## config.mk

```make
export PLATFORM = sky130hd
export DESIGN_NAME = uop_result_collector_flat
export DESIGN_NICKNAME = d
export VERILOG_FILES = /design/src/rtl/uop_pkg.sv /design/src/rtl/uop_result_collector_if.sv /design/src/rtl/uop_res_fifo.sv /design/src/rtl/uop_result_collector.sv /design/src/flat_wrapper.sv
export SDC_FILE = /design/constraint.sdc
export NUM_CORES = 1
export LEC_CHECK = 0
export ABC_AREA = 0
export CORE_ASPECT_RATIO = 1.75
export CORE_UTILIZATION = 50
export CTS_BUF_LIST = sky130_fd_sc_hd__clkbuf_8
export DETAILED_ROUTE_END_ITERATION = 6
export DONT_BUFFER_PORTS = 1
export GPL_ROUTABILITY_DRIVEN = 0
export PLACE_DENSITY = 0.68
export SLEW_MARGIN = 10
export SYNTH_ARGS = -nofsm -noshare
export SYNTH_HDL_FRONTEND = slang
export SYNTH_SLANG_ARGS = --single-unit
```

## constraint.sdc

```tcl
create_clock -name clk -period 3.7 [get_ports clk]
set_clock_uncertainty 0.2 [all_clocks]
set_input_delay 0.74 -clock clk [delete_from_list [all_inputs] [get_ports clk]]
set_output_delay 0.74 -clock clk [all_outputs]
set_load 0.02 [all_outputs]
```

## src/rtl/uop_pkg.sv

```systemverilog
// Shared types, constants and helpers for the uop datapath and its collector.
package uop_pkg;

    // The wrapper's own input and output registers.
    localparam int UOP_WRAP_IO_LAT = 2;

    // Default widths of the datapath.
    localparam int UOP_W     = 64;
    localparam int UOP_TAG_W = 4;

    // Result entry in the default configuration. Parameterised users declare a
    // struct of the same shape locally and pass it to uop_res_fifo as its type.
    typedef struct packed {
        logic [UOP_TAG_W-1:0] tag;
        logic [UOP_W-1:0]     data;
    } uop_res_t;

    // Core latency: one edge for each enabled register among the pipe stages.
    // Integrators derive LAT = UOP_WRAP_IO_LAT + uop_block_lat(...).
    function automatic int unsigned uop_block_lat(input int unsigned pipe_stages,
                                                  input logic [31:0] ff_mask);
        int unsigned lat;
        lat = 0;
        for (int unsigned i = 0; i < 32; i++) begin
            if (i < pipe_stages && ff_mask[i]) lat++;
        end
        return lat;
    endfunction

endpackage

```

## src/rtl/uop_result_collector_if.sv

```systemverilog
// Issue and result channels of the uop result collector.
interface uop_result_collector_if #(
    parameter int W     = 64,
    parameter int TAG_W = 4
);
    logic                 in_valid;
    logic                 in_ready;
    logic [W-1:0]         in_src;
    logic [$clog2(W)-1:0] in_shamt;
    logic [TAG_W-1:0]     in_tag;

    logic                 out_valid;
    logic                 out_ready;
    logic [W-1:0]         out_data;
    logic [TAG_W-1:0]     out_tag;

    // Producer/consumer side.
    modport master (
        output in_valid, in_src, in_shamt, in_tag, out_ready,
        input  in_ready, out_valid, out_data, out_tag
    );

    // Collector side.
    modport slave (
        input  in_valid, in_src, in_shamt, in_tag, out_ready,
        output in_ready, out_valid, out_data, out_tag
    );
endinterface

```

## src/rtl/uop_res_fifo.sv

```systemverilog
// Circular result buffer with occupancy count; head is read combinationally.
module uop_res_fifo
    import uop_pkg::*;
#(
    parameter type T     = uop_res_t,
    parameter int  DEPTH = 4
) (
    input  logic clk,
    input  logic rst_n,
    input  logic push,
    input  T     wdata,
    input  logic pop,
    output T     rdata,
    output logic empty,
    output logic full
);
    localparam int PW = (DEPTH > 1) ? $clog2(DEPTH) : 1;
    localparam int CW = $clog2(DEPTH + 1);

    T              mem [DEPTH];
    logic [PW-1:0] rd_ptr;
    logic [PW-1:0] wr_ptr;
    logic [CW-1:0] occ;
    logic          pop_ok;

    function automatic logic [PW-1:0] ptr_inc(input logic [PW-1:0] p);
        return (p == PW'(DEPTH - 1)) ? '0 : p + PW'(1);
    endfunction

    assign empty  = (occ == '0);
    assign full   = (occ == CW'(DEPTH));
    assign pop_ok = pop && !empty;
    assign rdata  = mem[rd_ptr];

    // Storage is not reset; a write into a full buffer is legal only alongside a pop.
    always_ff @(posedge clk) begin
        if (push) mem[wr_ptr] <= wdata;
    end

    // Pointers and occupancy.
    always_ff @(posedge clk) begin
        if (!rst_n) begin
            rd_ptr <= '0;
            wr_ptr <= '0;
            occ    <= '0;
        end else begin
            if (push)   wr_ptr <= ptr_inc(wr_ptr);
            if (pop_ok) rd_ptr <= ptr_inc(rd_ptr);
            case ({push, pop_ok})
                2'b10:   occ <= occ + CW'(1);
                2'b01:   occ <= occ - CW'(1);
                default: occ <= occ;
            endcase
            assert (!(push && full && !pop_ok))
                else $error("uop_res_fifo: write into full buffer");
        end
    end

endmodule

```

## src/rtl/uop_result_collector.sv

```systemverilog
// Completion stage for the fixed-latency uop wrapper: issue handshake,
// valid/tag delay line matching the wrapper latency, credit-guarded result FIFO.
module uop_result_collector
    import uop_pkg::*;
#(
    parameter int W     = 64,
    parameter int LAT   = 3,
    parameter int DEPTH = 4,
    parameter int TAG_W = 4
) (
    input  logic                         clk,
    input  logic                         rst_n,
    uop_result_collector_if.slave        bus,
    output logic [W-1:0]                 src_o,
    output logic [$clog2(W)-1:0]         shamt_o,
    input  logic [W-1:0]                 dst_i,
    output logic [$clog2(DEPTH+1)-1:0]   in_flight,
    output logic [31:0]                  issued_cnt,
    output logic [31:0]                  retired_cnt
);
    localparam int CW = $clog2(DEPTH + 1);

    typedef struct packed {
        logic [TAG_W-1:0] tag;
        logic [W-1:0]     data;
    } res_t;

    logic             fire;
    logic             pop;
    logic             fifo_empty;
    logic             fifo_full;
    logic [LAT-1:0]   dl_valid;
    logic [TAG_W-1:0] dl_tag [LAT];
    res_t             wr_res;
    res_t             rd_res;

    // The wrapper registers its inputs every cycle, so operands pass straight through.
    assign src_o   = bus.in_src;
    assign shamt_o = bus.in_shamt;

    // Credits come from registered in_flight only; out_ready never reaches in_ready.
    assign bus.in_ready  = rst_n && (in_flight < CW'(DEPTH));
    assign fire          = bus.in_valid && bus.in_ready;
    assign bus.out_valid = !fifo_empty;
    assign pop           = bus.out_valid && bus.out_ready;
    assign bus.out_data  = rd_res.data;
    assign bus.out_tag   = rd_res.tag;

    assign wr_res = '{tag: dl_tag[LAT-1], data: dst_i};

    // Valid delay line; clearing it on reset drops results still inside the wrapper.
    always_ff @(posedge clk) begin
        if (!rst_n) dl_valid <= '0;
        else        dl_valid <= {dl_valid[LAT-2:0], fire};
    end

    // Tag delay line, unqualified; only meaningful where the matching valid is set.
    always_ff @(posedge clk) begin
        dl_tag[0] <= bus.in_tag;
        for (int unsigned i = 1; i < unsigned'(LAT); i++) dl_tag[i] <= dl_tag[i-1];
    end

    // Credit count plus wrapping issue/retire counters.
    always_ff @(posedge clk) begin
        if (!rst_n) begin
            in_flight   <= '0;
            issued_cnt  <= '0;
            retired_cnt <= '0;
        end else begin
            case ({fire, pop})
                2'b10:   in_flight <= in_flight + CW'(1);
                2'b01:   in_flight <= in_flight - CW'(1);
                default: in_flight <= in_flight;
            endcase
            issued_cnt  <= issued_cnt + 32'(fire);
            retired_cnt <= retired_cnt + 32'(pop);
        end
    end

    uop_res_fifo #(
        .T     (res_t),
        .DEPTH (DEPTH)
    ) u_fifo (
        .clk   (clk),
        .rst_n (rst_n),
        .push  (dl_valid[LAT-1]),
        .wdata (wr_res),
        .pop   (pop),
        .rdata (rd_res),
        .empty (fifo_empty),
        .full  (fifo_full)
    );

    // Full-but-writing is legal only with a simultaneous pop; the FIFO asserts on it.
    logic unused_full;
    assign unused_full = fifo_full;

endmodule

```

## src/flat_wrapper.sv

```systemverilog
// flat-port wrapper written by rule: the top's interface ports become plain ports
module uop_result_collector_flat import uop_pkg::*;
#(
    parameter int W     = 64,
    parameter int LAT   = 3,
    parameter int DEPTH = 4,
    parameter int TAG_W = 4
)
  (clk, rst_n, src_o, shamt_o, dst_i, in_flight, issued_cnt, retired_cnt, bus_in_valid, bus_in_src, bus_in_shamt, bus_in_tag, bus_out_ready, bus_in_ready, bus_out_valid, bus_out_data, bus_out_tag);
  uop_result_collector_if #(.W(W), .TAG_W(TAG_W)) bus_i ();
  input  logic clk;
  input  logic rst_n;
  output logic [W-1:0] src_o;
  output logic [$clog2(W)-1:0] shamt_o;
  input  logic [W-1:0] dst_i;
  output logic [$clog2(DEPTH+1)-1:0] in_flight;
  output logic [31:0] issued_cnt;
  output logic [31:0] retired_cnt;
  input wire logic [$bits(bus_i.in_valid)-1:0] bus_in_valid;
  input wire logic [$bits(bus_i.in_src)-1:0] bus_in_src;
  input wire logic [$bits(bus_i.in_shamt)-1:0] bus_in_shamt;
  input wire logic [$bits(bus_i.in_tag)-1:0] bus_in_tag;
  input wire logic [$bits(bus_i.out_ready)-1:0] bus_out_ready;
  output wire logic [$bits(bus_i.in_ready)-1:0] bus_in_ready;
  output wire logic [$bits(bus_i.out_valid)-1:0] bus_out_valid;
  output wire logic [$bits(bus_i.out_data)-1:0] bus_out_data;
  output wire logic [$bits(bus_i.out_tag)-1:0] bus_out_tag;
  assign bus_i.in_valid = bus_in_valid;
  assign bus_i.in_src = bus_in_src;
  assign bus_i.in_shamt = bus_in_shamt;
  assign bus_i.in_tag = bus_in_tag;
  assign bus_i.out_ready = bus_out_ready;
  assign bus_in_ready = bus_i.in_ready;
  assign bus_out_valid = bus_i.out_valid;
  assign bus_out_data = bus_i.out_data;
  assign bus_out_tag = bus_i.out_tag;
  uop_result_collector #(.W(W), .LAT(LAT), .DEPTH(DEPTH), .TAG_W(TAG_W)) u_core (.clk(clk), .rst_n(rst_n), .bus(bus_i), .src_o(src_o), .shamt_o(shamt_o), .dst_i(dst_i), .in_flight(in_flight), .issued_cnt(issued_cnt), .retired_cnt(retired_cnt));
endmodule
```

==> flow_metrics.env <==
export IMPL_status="finished, final reports clean"
export IMPL_cts_sinks=363
export IMPL_ys_ff_latch=363
export IMPL_p_int_w=0.00664
export IMPL_path_clk_slew_ns=0.07
export IMPL_pwr_share_seq_pct=52.6
export IMPL_synth_cell_types=40
export IMPL_io_buffer_count=0
export IMPL_worstPathMaxFanout=15
export IMPL_floorplan_initialDensity_pct=50.9
export IMPL_grt_pass1_wl_um=40900
export IMPL_whs_ns=0.0390
export IMPL_slowest_delay_ns=0.65
export IMPL_hp_class="in -> reg"
export IMPL_area_growth_pct=10.3
export IMPL_power_leakage_nw=4.92
export IMPL_ctsHtreeMaxLevel=2
export IMPL_dieArea_um2=29200
export IMPL_grt_max_degree=69
export IMPL_worst_setup_path_type="reg -> out"
export IMPL_worstPathCellList="buf_4, mux4_2"
export IMPL_fp_dieW_um=130
export IMPL_syn_area_um2=14200
export IMPL_io_pins=349
export IMPL_wl_met2_um=14100
export IMPL_power_switching_share_pct=22.1
export IMPL_top_layer_used="met4"
export IMPL_layout_common_cells="272 x edfxtp_1, 89 x dfxtp_1, 68 x mux4_2"
export IMPL_wl_met1_um=9630
export IMPL_drt_pass1_iterations=4
export IMPL_drive_above_1_share_pct=18.5
export IMPL_postRouteAntennaNets=0
export IMPL_crit_arrival_ns=2.18
export IMPL_cts_tree="done"
export IMPL_core_region_area_um2=28000
export IMPL_finalNetCount=1012
export IMPL_yosys_warnings=0
export IMPL_rows=81
export IMPL_grt_pass1_vias=7309
export IMPL_max_freq_mhz=320
export IMPL_layout_commonest_cell="edfxtp_1"
export IMPL_layout_min_cycle_time_ns=3.12
export IMPL_rsz0062_at_grt="no"
export IMPL_maxCapViolCount=0
export IMPL_p_sw_w=0.00188
export IMPL_antenna_found_initial=2
export IMPL_min_period_over_period_pct=84.3
export IMPL_setup_tns_final_ns=0
export IMPL_vdd_drop_max_mv=0.365
export IMPL_drt_iter0_markers=300
export IMPL_grtUsageTotal_pct=18.8
export IMPL_path_buf_inv=1
export IMPL_drc=0
export IMPL_setup_violations_final=0
export IMPL_relSlewSlack_pct=28.8
export IMPL_slowest_stage="mux4_2"
export IMPL_syn_nets=1018
export IMPL_synth_cells=862
export IMPL_max_slew_worst_pin_slew_ns=1.07
export IMPL_cts_made_buffers=52
export IMPL_combPwrFrac_pct=6.5
export IMPL_ys_flop_type="edfxtp_1"
export IMPL_cpLargestDelayFamily="multiplexers"
export IMPL_syn_avg_cell_area_um2=16.5
export IMPL_start_kind="flip-flop"
export IMPL_die_y_um=225
export IMPL_cts_root_buf="clkbuf_8"
export IMPL_async_flop_share_pct=0
export IMPL_crit_required_ns=2.76
export IMPL_post_drt_wl_per_cell_um=21.4
export IMPL_synth_edf_count=272
export IMPL_met3_length_um=2850
export IMPL_routed_wl_um=27300
export IMPL_power_density_nw_per_um2=543
export IMPL_cts_buffer_depth=3
export IMPL_drv_slew=0
export IMPL_insertion_delay_ns=0.59
export IMPL_ys_seq_area_share_pct=70.2
export IMPL_dp_hpwl_um=16700
export IMPL_power_frac_clock_pct=40.9
export IMPL_cp_end_kind="output pin"
export IMPL_hold_violations=0
export IMPL_overflow=0
export IMPL_vias=7228
export IMPL_vias_per_cell=5.67
## flip-flops by register name, indices dropped and copies added, names as in the netlist, named ones only
| register | cells |
|---|---|
| u_core.in_flight | 3 |
| u_core.dl_tag | 12 |
| u_core.u_fifo.wr_ptr | 2 |
| u_core.retired_cnt | 32 |
| u_core.u_fifo.mem | 272 |
| u_core.u_fifo.occ | 3 |
| u_core.issued_cnt | 32 |
| u_core.u_fifo.rd_ptr | 2 |
| u_core.dl_valid | 3 |
## final timing paths
check / from / endpoint / slack (ns) / depth (start not counted)
worst max-delay path: flip-flop / bus_out_data[22] / 0.58 / 2
worst min-delay path: dst_i[2] / u_core.u_fifo.mem[1][2] / 0.04 / 0
worst max register to register: u_core.in_flight[2] / u_core.issued_cnt[22] / 0.70 / 9
worst min register to register: u_core.dl_tag[0][6] / u_core.dl_tag[0][10] / 0.13 / 0
## cells in the mapped netlist (19+ instances only)
library cell  instances  area [um^2]
a21oi_1              38          190
nor2_1               30          113
dfxtp_1              91         1820
mux4_2               68         1530
or4_1                21          158
nand2_1              38          143
clkbuf_1             26         97.6
buf_4                70          526
nand3_1              22          110
edfxtp_1            272         8170
inv_1                19         71.3
## layout make-up
| cell class | instances | area [um^2] |
|---|---|---|
| clock buffers | 63 | 867 |
| diodes | 3 | 7.51 |
| multi-input cells | 375 | 3500 |
| flip-flops and latches | 363 | 10000 |
| repair buffers | 44 | 463 |
| inverters | 20 | 75.1 |
| clock inverters | 34 | 319 |
| fillers | 2186 | 12300 |
| well taps | 373 | 467 |
## logic make-up after synthesis
family / Yosys count / synth area share, %
DFF: 363 / 70.2
and+or+nand+nor: 187 / 7.40
buffers and inverters: 124 / 5.27
muxes: 76 / 11.3
AOI/OAI and AO/OA: 73 / 2.93
xor gates and xnor gates: 25 / 1.54
adders and majority gates: 14 / 1.34
## power groups by stage
| stage | combinational, W | clock [W] | sequential, W |
|---|---|---|---|
| after floorplan | 0.000550 | 0 | 0.00454 |
| after global placement | 0.000510 | 0 | 0.00457 |
| after detailed placement | 0.000513 | 0 | 0.00457 |
| after CTS | 0.000563 | 0.00358 | 0.00448 |
| after global routing | 0.000593 | 0.00374 | 0.00449 |
| final | 0.000553 | 0.00349 | 0.00448 |
## layer usage
| metal | track usage [%] | vias to the layer above |
|---|---|---|
| met1 | 19.7 | 3629 |
| met5 | 0 | - |
| met2 | 32.3 | 283 |
| met3 | 8.69 | 54 |
| li1 | - | 3262 |
| met4 | 7.58 | 0 |
## what timing repair did
action / 4_1_cts / 5_1_grt
endpoints found under the setup margin: 0 / 0
buffers inserted: 0 / 0
hold buffers: 38 / 0
endpoints found under the hold margin: 131 / 0
gates resized for setup: 0 / 0
## through the flow
step / setup slack, ns / cell area [um^2] / util, % / power [W] / cells
final: 0.580 / 15700 / 56.1 / 0.00852 / 1275
after global routing: 0.421 / 15700 / 56.1 / 0.00882 / 1274
after CTS: 0.468 / 15700 / 56.1 / 0.00863 / 1272
after detailed placement: 0.337 / 14100 / 50.5 / 0.00508 / 1137
after global placement: 0.426 / 14100 / 50.5 / 0.00508 / 1137
after floorplan: 0.354 / 14200 / - / 0.00509 / 862
Note: power is estimated with default switching activity, not from simulation.
